`config.mk`:
```
export PLATFORM = sky130hd
export DESIGN_NAME = regfile_multiport_flat
export DESIGN_NICKNAME = d
export VERILOG_FILES = /design/src/rtl/regfile_multiport_pkg.sv /design/src/rtl/regfile_multiport_if.sv /design/src/rtl/regfile_bypass_mux.sv /design/src/rtl/regfile_multiport.sv /design/src/flat_wrapper.sv
export SDC_FILE = /design/constraint.sdc
export NUM_CORES = 1
export LEC_CHECK = 0
export ABC_AREA = 0
export CAP_MARGIN = 15
export CORE_MARGIN = 3
export CORE_UTILIZATION = 33
export DETAILED_ROUTE_END_ITERATION = 8
export HOLD_SLACK_MARGIN = 0.05
export PLACE_DENSITY = 0.55
export SYNTH_ARGS = -nofsm -noshare
export SYNTH_HDL_FRONTEND = slang
export SYNTH_HIERARCHICAL = 1
export SYNTH_SLANG_ARGS = --single-unit
```
`constraint.sdc`:
```
create_clock -name clk -period 2.9 [get_ports clk]
set_input_delay 0.435 -clock clk [delete_from_list [all_inputs] [get_ports clk]]
set_output_delay 0.435 -clock clk [all_outputs]
set_load 0.01 [all_outputs]
```
`src/rtl/regfile_multiport_pkg.sv`:
```
// Shared defaults and helpers for the multi-port CPU register file.
package cpu_rf_pkg;

    localparam int DEFAULT_DATA_W   = 16;
    localparam int DEFAULT_NUM_REGS = 16;

    // R0 has its own write port (mul/div unit) and its own read output.
    localparam int R0_ADDR = 0;

    // Address width needed to select one of num_regs registers.
    function automatic int rf_aw(input int num_regs);
        return $clog2(num_regs);
    endfunction

endpackage

```
`src/rtl/regfile_multiport_if.sv`:
```
// Bus bundle between the ID stage (master) and the register file (slave).
interface regfile_multiport_if
    import cpu_rf_pkg::*;
#(
    parameter int DATA_W   = DEFAULT_DATA_W,
    parameter int NUM_REGS = DEFAULT_NUM_REGS,
    parameter int NUM_RD   = 2
);

    localparam int AW = rf_aw(NUM_REGS);

    // Read side: packed per-port addresses and data, plus the R0 view.
    logic [NUM_RD*AW-1:0]     rd_addr;
    logic [NUM_RD*DATA_W-1:0] rd_data;
    logic [DATA_W-1:0]        reg0_data;

    // General writeback port.
    logic                     wr_en;
    logic [AW-1:0]            wr_addr;
    logic [DATA_W-1:0]        wr_data;

    // Dedicated mul/div port into R0.
    logic                     r0_wr_en;
    logic [DATA_W-1:0]        r0_wr_data;

    // One-cycle pulse after both ports targeted R0 together.
    logic                     wr_conflict;

    modport master (
        output rd_addr, wr_en, wr_addr, wr_data, r0_wr_en, r0_wr_data,
        input  rd_data, reg0_data, wr_conflict
    );

    modport slave (
        input  rd_addr, wr_en, wr_addr, wr_data, r0_wr_en, r0_wr_data,
        output rd_data, reg0_data, wr_conflict
    );

endinterface

```
`src/rtl/regfile_bypass_mux.sv`:
```
// Resolves one read value: stored contents, optionally overridden by a
// same-cycle write. The R0 port wins over the general port for address 0.
module regfile_bypass_mux
    import cpu_rf_pkg::*;
#(
    parameter int DATA_W = DEFAULT_DATA_W,
    parameter int AW     = rf_aw(DEFAULT_NUM_REGS),
    parameter int BYPASS = 1
) (
    input  logic [DATA_W-1:0] stored_data,
    input  logic [AW-1:0]     rd_addr,
    input  logic              wr_en,
    input  logic [AW-1:0]     wr_addr,
    input  logic [DATA_W-1:0] wr_data,
    input  logic              r0_wr_en,
    input  logic [DATA_W-1:0] r0_wr_data,
    output logic [DATA_W-1:0] rd_data
);

    // Forwarding priority: r0 port, then general port, then storage.
    always_comb begin
        rd_data = stored_data;
        if (BYPASS != 0) begin
            if (wr_en && (rd_addr == wr_addr)) begin
                rd_data = wr_data;
            end
            if (r0_wr_en && (rd_addr == AW'(R0_ADDR))) begin
                rd_data = r0_wr_data;
            end
        end
    end

endmodule

```
`src/rtl/regfile_multiport.sv`:
```
// Parametrised ID-stage register file: NUM_RD read ports, a general write
// port, a dedicated R0 write port, optional bypass and optional read register.
module regfile_multiport
    import cpu_rf_pkg::*;
#(
    parameter int DATA_W   = DEFAULT_DATA_W,
    parameter int NUM_REGS = DEFAULT_NUM_REGS,
    parameter int NUM_RD   = 2,
    parameter int BYPASS   = 1,
    parameter int READ_LAT = 0
) (
    input  logic                clk,
    input  logic                reset_n,
    regfile_multiport_if.slave  rf
);

    localparam int AW = rf_aw(NUM_REGS);

    logic [DATA_W-1:0] regs_q [NUM_REGS];
    logic [DATA_W-1:0] regs_d [NUM_REGS];
    logic              wr_conflict_q;
    logic              wr_conflict_d;

    // Forwarding is suppressed while reset is held so outputs stay at zero.
    logic              fwd_wr_en;
    logic              fwd_r0_wr_en;

    logic [NUM_RD*DATA_W-1:0] rd_resolved;
    logic [DATA_W-1:0]        reg0_resolved;

    assign fwd_wr_en    = rf.wr_en    & reset_n;
    assign fwd_r0_wr_en = rf.r0_wr_en & reset_n;

    // Next register contents; the R0 port is applied last so it wins on R0.
    always_comb begin
        regs_d = regs_q;
        if (rf.wr_en) begin
            regs_d[rf.wr_addr] = rf.wr_data;
        end
        if (rf.r0_wr_en) begin
            regs_d[R0_ADDR] = rf.r0_wr_data;
        end
    end

    // Both ports aimed at R0 in the same cycle: general write was dropped.
    always_comb begin
        wr_conflict_d = rf.wr_en && rf.r0_wr_en && (rf.wr_addr == AW'(R0_ADDR));
    end

    // Register storage and conflict flag; reset clears everything.
    always_ff @(posedge clk or negedge reset_n) begin
        if (!reset_n) begin
            for (int i = 0; i < NUM_REGS; i++) begin
                regs_q[i] <= '0;
            end
            wr_conflict_q <= 1'b0;
        end else begin
            regs_q        <= regs_d;
            wr_conflict_q <= wr_conflict_d;
        end
    end

    assign rf.wr_conflict = wr_conflict_q;

    // One resolver per general read port.
    for (genvar k = 0; k < NUM_RD; k++) begin : g_rd_port
        logic [AW-1:0] port_addr;
        assign port_addr = rf.rd_addr[k*AW +: AW];

        regfile_bypass_mux #(
            .DATA_W (DATA_W),
            .AW     (AW),
            .BYPASS (BYPASS)
        ) u_mux (
            .stored_data (regs_q[port_addr]),
            .rd_addr     (port_addr),
            .wr_en       (fwd_wr_en),
            .wr_addr     (rf.wr_addr),
            .wr_data     (rf.wr_data),
            .r0_wr_en    (fwd_r0_wr_en),
            .r0_wr_data  (rf.r0_wr_data),
            .rd_data     (rd_resolved[k*DATA_W +: DATA_W])
        );
    end

    // Dedicated R0 view uses the same forwarding rules.
    regfile_bypass_mux #(
        .DATA_W (DATA_W),
        .AW     (AW),
        .BYPASS (BYPASS)
    ) u_reg0_mux (
        .stored_data (regs_q[R0_ADDR]),
        .rd_addr     (AW'(R0_ADDR)),
        .wr_en       (fwd_wr_en),
        .wr_addr     (rf.wr_addr),
        .wr_data     (rf.wr_data),
        .r0_wr_en    (fwd_r0_wr_en),
        .r0_wr_data  (rf.r0_wr_data),
        .rd_data     (reg0_resolved)
    );

    if (READ_LAT == 1) begin : g_read_reg
        logic [NUM_RD*DATA_W-1:0] rd_data_q;
        logic [NUM_RD*DATA_W-1:0] rd_data_d;
        logic [DATA_W-1:0]        reg0_data_q;
        logic [DATA_W-1:0]        reg0_data_d;

        // Capture the resolved value at the same edge that commits writes.
        always_comb begin
            rd_data_d   = rd_resolved;
            reg0_data_d = reg0_resolved;
        end

        // Output register stage, cleared asynchronously with the file.
        always_ff @(posedge clk or negedge reset_n) begin
            if (!reset_n) begin
                rd_data_q   <= '0;
                reg0_data_q <= '0;
            end else begin
                rd_data_q   <= rd_data_d;
                reg0_data_q <= reg0_data_d;
            end
        end

        assign rf.rd_data   = rd_data_q;
        assign rf.reg0_data = reg0_data_q;
    end else begin : g_read_comb
        assign rf.rd_data   = rd_resolved;
        assign rf.reg0_data = reg0_resolved;
    end

endmodule

```
`src/flat_wrapper.sv`:
```
// flat-port wrapper written by rule: the top's interface ports become plain ports
module regfile_multiport_flat import cpu_rf_pkg::*;
#(
    parameter int DATA_W   = DEFAULT_DATA_W,
    parameter int NUM_REGS = DEFAULT_NUM_REGS,
    parameter int NUM_RD   = 2,
    parameter int BYPASS   = 1,
    parameter int READ_LAT = 0
)
  (clk, reset_n, rf_rd_addr, rf_wr_en, rf_wr_addr, rf_wr_data, rf_r0_wr_en, rf_r0_wr_data, rf_rd_data, rf_reg0_data, rf_wr_conflict);
  regfile_multiport_if #(.DATA_W(DATA_W), .NUM_REGS(NUM_REGS), .NUM_RD(NUM_RD)) rf_i ();
  input  logic clk;
  input  logic reset_n;
  input wire logic [$bits(rf_i.rd_addr)-1:0] rf_rd_addr;
  input wire logic [$bits(rf_i.wr_en)-1:0] rf_wr_en;
  input wire logic [$bits(rf_i.wr_addr)-1:0] rf_wr_addr;
  input wire logic [$bits(rf_i.wr_data)-1:0] rf_wr_data;
  input wire logic [$bits(rf_i.r0_wr_en)-1:0] rf_r0_wr_en;
  input wire logic [$bits(rf_i.r0_wr_data)-1:0] rf_r0_wr_data;
  output wire logic [$bits(rf_i.rd_data)-1:0] rf_rd_data;
  output wire logic [$bits(rf_i.reg0_data)-1:0] rf_reg0_data;
  output wire logic [$bits(rf_i.wr_conflict)-1:0] rf_wr_conflict;
  assign rf_i.rd_addr = rf_rd_addr;
  assign rf_i.wr_en = rf_wr_en;
  assign rf_i.wr_addr = rf_wr_addr;
  assign rf_i.wr_data = rf_wr_data;
  assign rf_i.r0_wr_en = rf_r0_wr_en;
  assign rf_i.r0_wr_data = rf_r0_wr_data;
  assign rf_rd_data = rf_i.rd_data;
  assign rf_reg0_data = rf_i.reg0_data;
  assign rf_wr_conflict = rf_i.wr_conflict;
  regfile_multiport #(.DATA_W(DATA_W), .NUM_REGS(NUM_REGS), .NUM_RD(NUM_RD), .BYPASS(BYPASS), .READ_LAT(READ_LAT)) u_core (.clk(clk), .reset_n(reset_n), .rf(rf_i));
endmodule
```
==> run_results.csv <==
group,metric,value,unit
synth,synth_xor_area_frac,0.00314,
sta,fin_tns_setup,0,ns
floorplan,start_util,0.338,
power,power_frac_comb,0.281,
hold_path,worstHoldPathType,"reg2reg",
clocking,cts-root-buf,"clkbuf_16",
drt,ant_nets,0,
synth,syn-instance-count,1165,
drt,wl_per_cell,25.8,um
clocking,cts_buffer_depth,3,
drt,routed_wl,51300,um
placed_design,portBuffers,96,
power,p_leak,0.00802,uW
sta,rsz0062_at_grt,"false",
power,clkPwrFrac,0.325,
synth,synth.largest_area_cell,"dfrtp_1",
cells_and_area,layout_common_cells,"dfrtp_1, mux2_2, mux4_2, buf_4, nor2_1",
clocking,htree_levels,1,
worst_setup_path,crit_chain,"clkdlybuf4s50_1 > and2_1 > buf_4 > o2111ai_4 > buf_6 > o21ai_1 > a31oi_1 > dlygate4sd2_1",
synth,yosysSeqAreaShare,0.413,
clocking,cts_sinks,257,
synth,synthMuxAreaShare,0.364,
worst_setup_path,cp.required,2.47,ns
cells_and_area,syn_to_final_growth,28.9,%
cells_and_area,stdcell_count,1988,
run_status,outcome,"finished clean",
clocking,tritoncts,"built",
synth,yosys.area_share.simple,0.0791,
synth,synth-seq-cells,257,
sta,drv_slew,0,
cells_and_area,area.sequential,0.00643,sq mm
cells_and_area,num-nets-final,1412,
synth,syn_area,0.0156,sq mm
sta,finalSetupViolCount,0,
synth,synth-compound-area-share,0.0967,
clocking,clk_latency,0.56,ns
sta,fmax,351,MHz
sta,fin_crit_sh,0.983,
drt,num_vias,11500,
synth,avgSynthCellArea,13.4,sq um
cells_and_area,mostFrequentLayoutCell,"dfrtp_1",
grt,grt_pass1_vias,11500,
synth,synthAdderAreaFrac,0,
worst_setup_path,startpoint_type,"input pin",
cells_and_area,drive_gt1_frac,0.534,
power,power_frac_seq,0.394,
sta,hold_viol,0,
power,peakVddDrop,0.465,mV
grt,antenna_found_initial,0,
placed_design,gp_congestion,0.868,
drt,drt_iter0_drc,868,
worst_setup_path,max_stage_delay,0.51,ns
cells_and_area,multi_input_area,0.00883,sq mm
synth,synth.top_cell.area_share,0.413,
sta,finalClockSkew,0,ns
synth,synthTopCellsByArea,"dfrtp_1, mux4_2, mux2_2",
drt,vias_per_cell,5.80,
floorplan,die_w,223,um
grt,grt_pass1_wl,76200,um
grt,grt_max_degree,77,
synth,synth_top_family_by_area,"multiplexers",
sta,post-route-min-period,2.85,ns
power,p_total,12600,uW
power,p_sw,3610,uW
synth,yosys_warnings,6,
floorplan,coreArea,0.0460,sq mm
floorplan,die_h,223,um
placed_design,dp_hpwl,35100,um
cells_and_area,final_core_util,0.436,
floorplan,dieArea,0.0498,sq mm
drt,first_pass_iters,6,
synth,synth.distinct_cells,39,
placed_design,dp_cells,1916,
worst_setup_path,slowest_stage,"clkdlybuf4s50_1",
power,power.internal,9000,uW
cells_and_area,antenna_cells,0,
cells_and_area,n_fill_cell,4209,
worst_setup_path,crit_type,"in2out",
grt,grt_use_total,0.201,
floorplan,rows,78,
power,power_density,629,mW/mm^2
clocking,clkTransAtPathRegs,0.06,ns
worst_setup_path,cp-end-kind,"output port",
floorplan,ios,97,
clocking,cts-buffers-inserted,30,
run,maxCapViolations,0,
grt,grt_overflow,0,
worst_setup_path,critPathArrivalTime,2.42,ns
sta,max_slew_margin,0.314,
sta,worstMarginPinSlew,1.03,ns
drt,drc_errors,0,
worst_setup_path,crit_path_max_fanout,7,
power,switching_share,0.286,
sta,hold_slack,0.522,ns
-- worst paths after layout --
path / from / end / slack [ns] / depth (start not counted)
max: rf_wr_en / rf_reg0_data[4] / 0.05 / 8
min: u_core/regs_q[88]$_DFFE_PN0P_ / u_core/regs_q[88]$_DFFE_PN0P_ / 0.52 / 1
max reg2reg: u_core/regs_q[242]$_DFFE_PN0P_ / u_core/regs_q[242]$_DFFE_PN0P_ / 2.03 / 3
min reg2reg: u_core/regs_q[88]$_DFFE_PN0P_ / u_core/regs_q[88]$_DFFE_PN0P_ / 0.52 / 1
max in group asynchronous: reset_n / u_core/regs_q[79]$_DFFE_PN0P_ / 0.87 / 4
min in group asynchronous: reset_n / u_core/regs_q[208]$_DFFE_PN0P_ / 0.55 / 3
-- state kept, by name, indices dropped and copies added, names as in the netlist --
| signal | flops |
|---|---|
| u_core/regs_q | 256 |
| u_core/rf.wr_conflict | 1 |
-- power by group through the flow --
stage	Combinational [uW]	Clock, uW	Sequential, uW
floorplan	2240	0	4810
global placement	3390	0	4960
detailed placement	3430	0	5010
CTS	3480	4200	4950
global route	3760	4340	5070
finish	3540	4100	4960
-- layout make-up --
class	instances	area share
well taps	600	0.0374
inverters	4	0.000749
flip-flops and latches	257	0.321
repair buffers	268	0.146
clock buffers	43	0.0454
clock inverters	13	0.00924
multi-input cells	803	0.440
-- stage by stage --
step / setup slack (ns) / cell area (sq um)
5_1_grt: 0.00158 / 20100
3_5_place_dp: -0.368 / 18500
3_3_place_gp: -0.359 / 18500
4_1_cts: 0.00957 / 19900
2_1_floorplan: 0.534 / 15600
6_report: 0.0480 / 20100
-- routing by layer --
metal | global-route usage | share of wire | vias up
met3 | 0.0576 | 0.087 | 86
li1 | - | - | 4935
met1 | 0.290 | 0.44 | 6024
met5 | 0 | 0 | -
met2 | 0.297 | 0.44 | 482
met4 | 0.0554 | 0.029 | 0
-- synth_stat cells (all sizes together) --
cell type	instances
nand3b	2
nand4	3
mux4	128
a22oi	64
and2	4
and4	3
nor2	77
or2	6
inv	4
dfrtp	257
o2111a	3
or3b	1
xnor2	3
nand2	33
nor2b	4
clkbuf	59
nor3	4
o21ai	64
conb	1
nor3b	1
o2111ai	3
buf	52
nand3	68
nand2b	17
mux2	240
a31oi	64
-- critical path: cells and delay by family --
kind                   cells  cell delay, ns
AOI/OAI and AO/OA          3            0.62
and+or+nand+nor            1            0.14
buffers and inverters      4            1.21
-- what timing repair did --
item	CTS	global route
hold endpoints to repair	43	0
gates resized for setup	110	42
setup endpoints to repair	48	24
cloned	1	2
hold buffers	1	0
setup buffers	5	7
pin swaps	12	6
-- logic make-up after synthesis --
group | count (synthesis)
mux | 368
flops | 257
simple gates | 223
compound gates | 198
buf+inv | 115
xor+xnor | 3
other cells | 1
No activity file was read; power rests on OpenSTA's default activity.
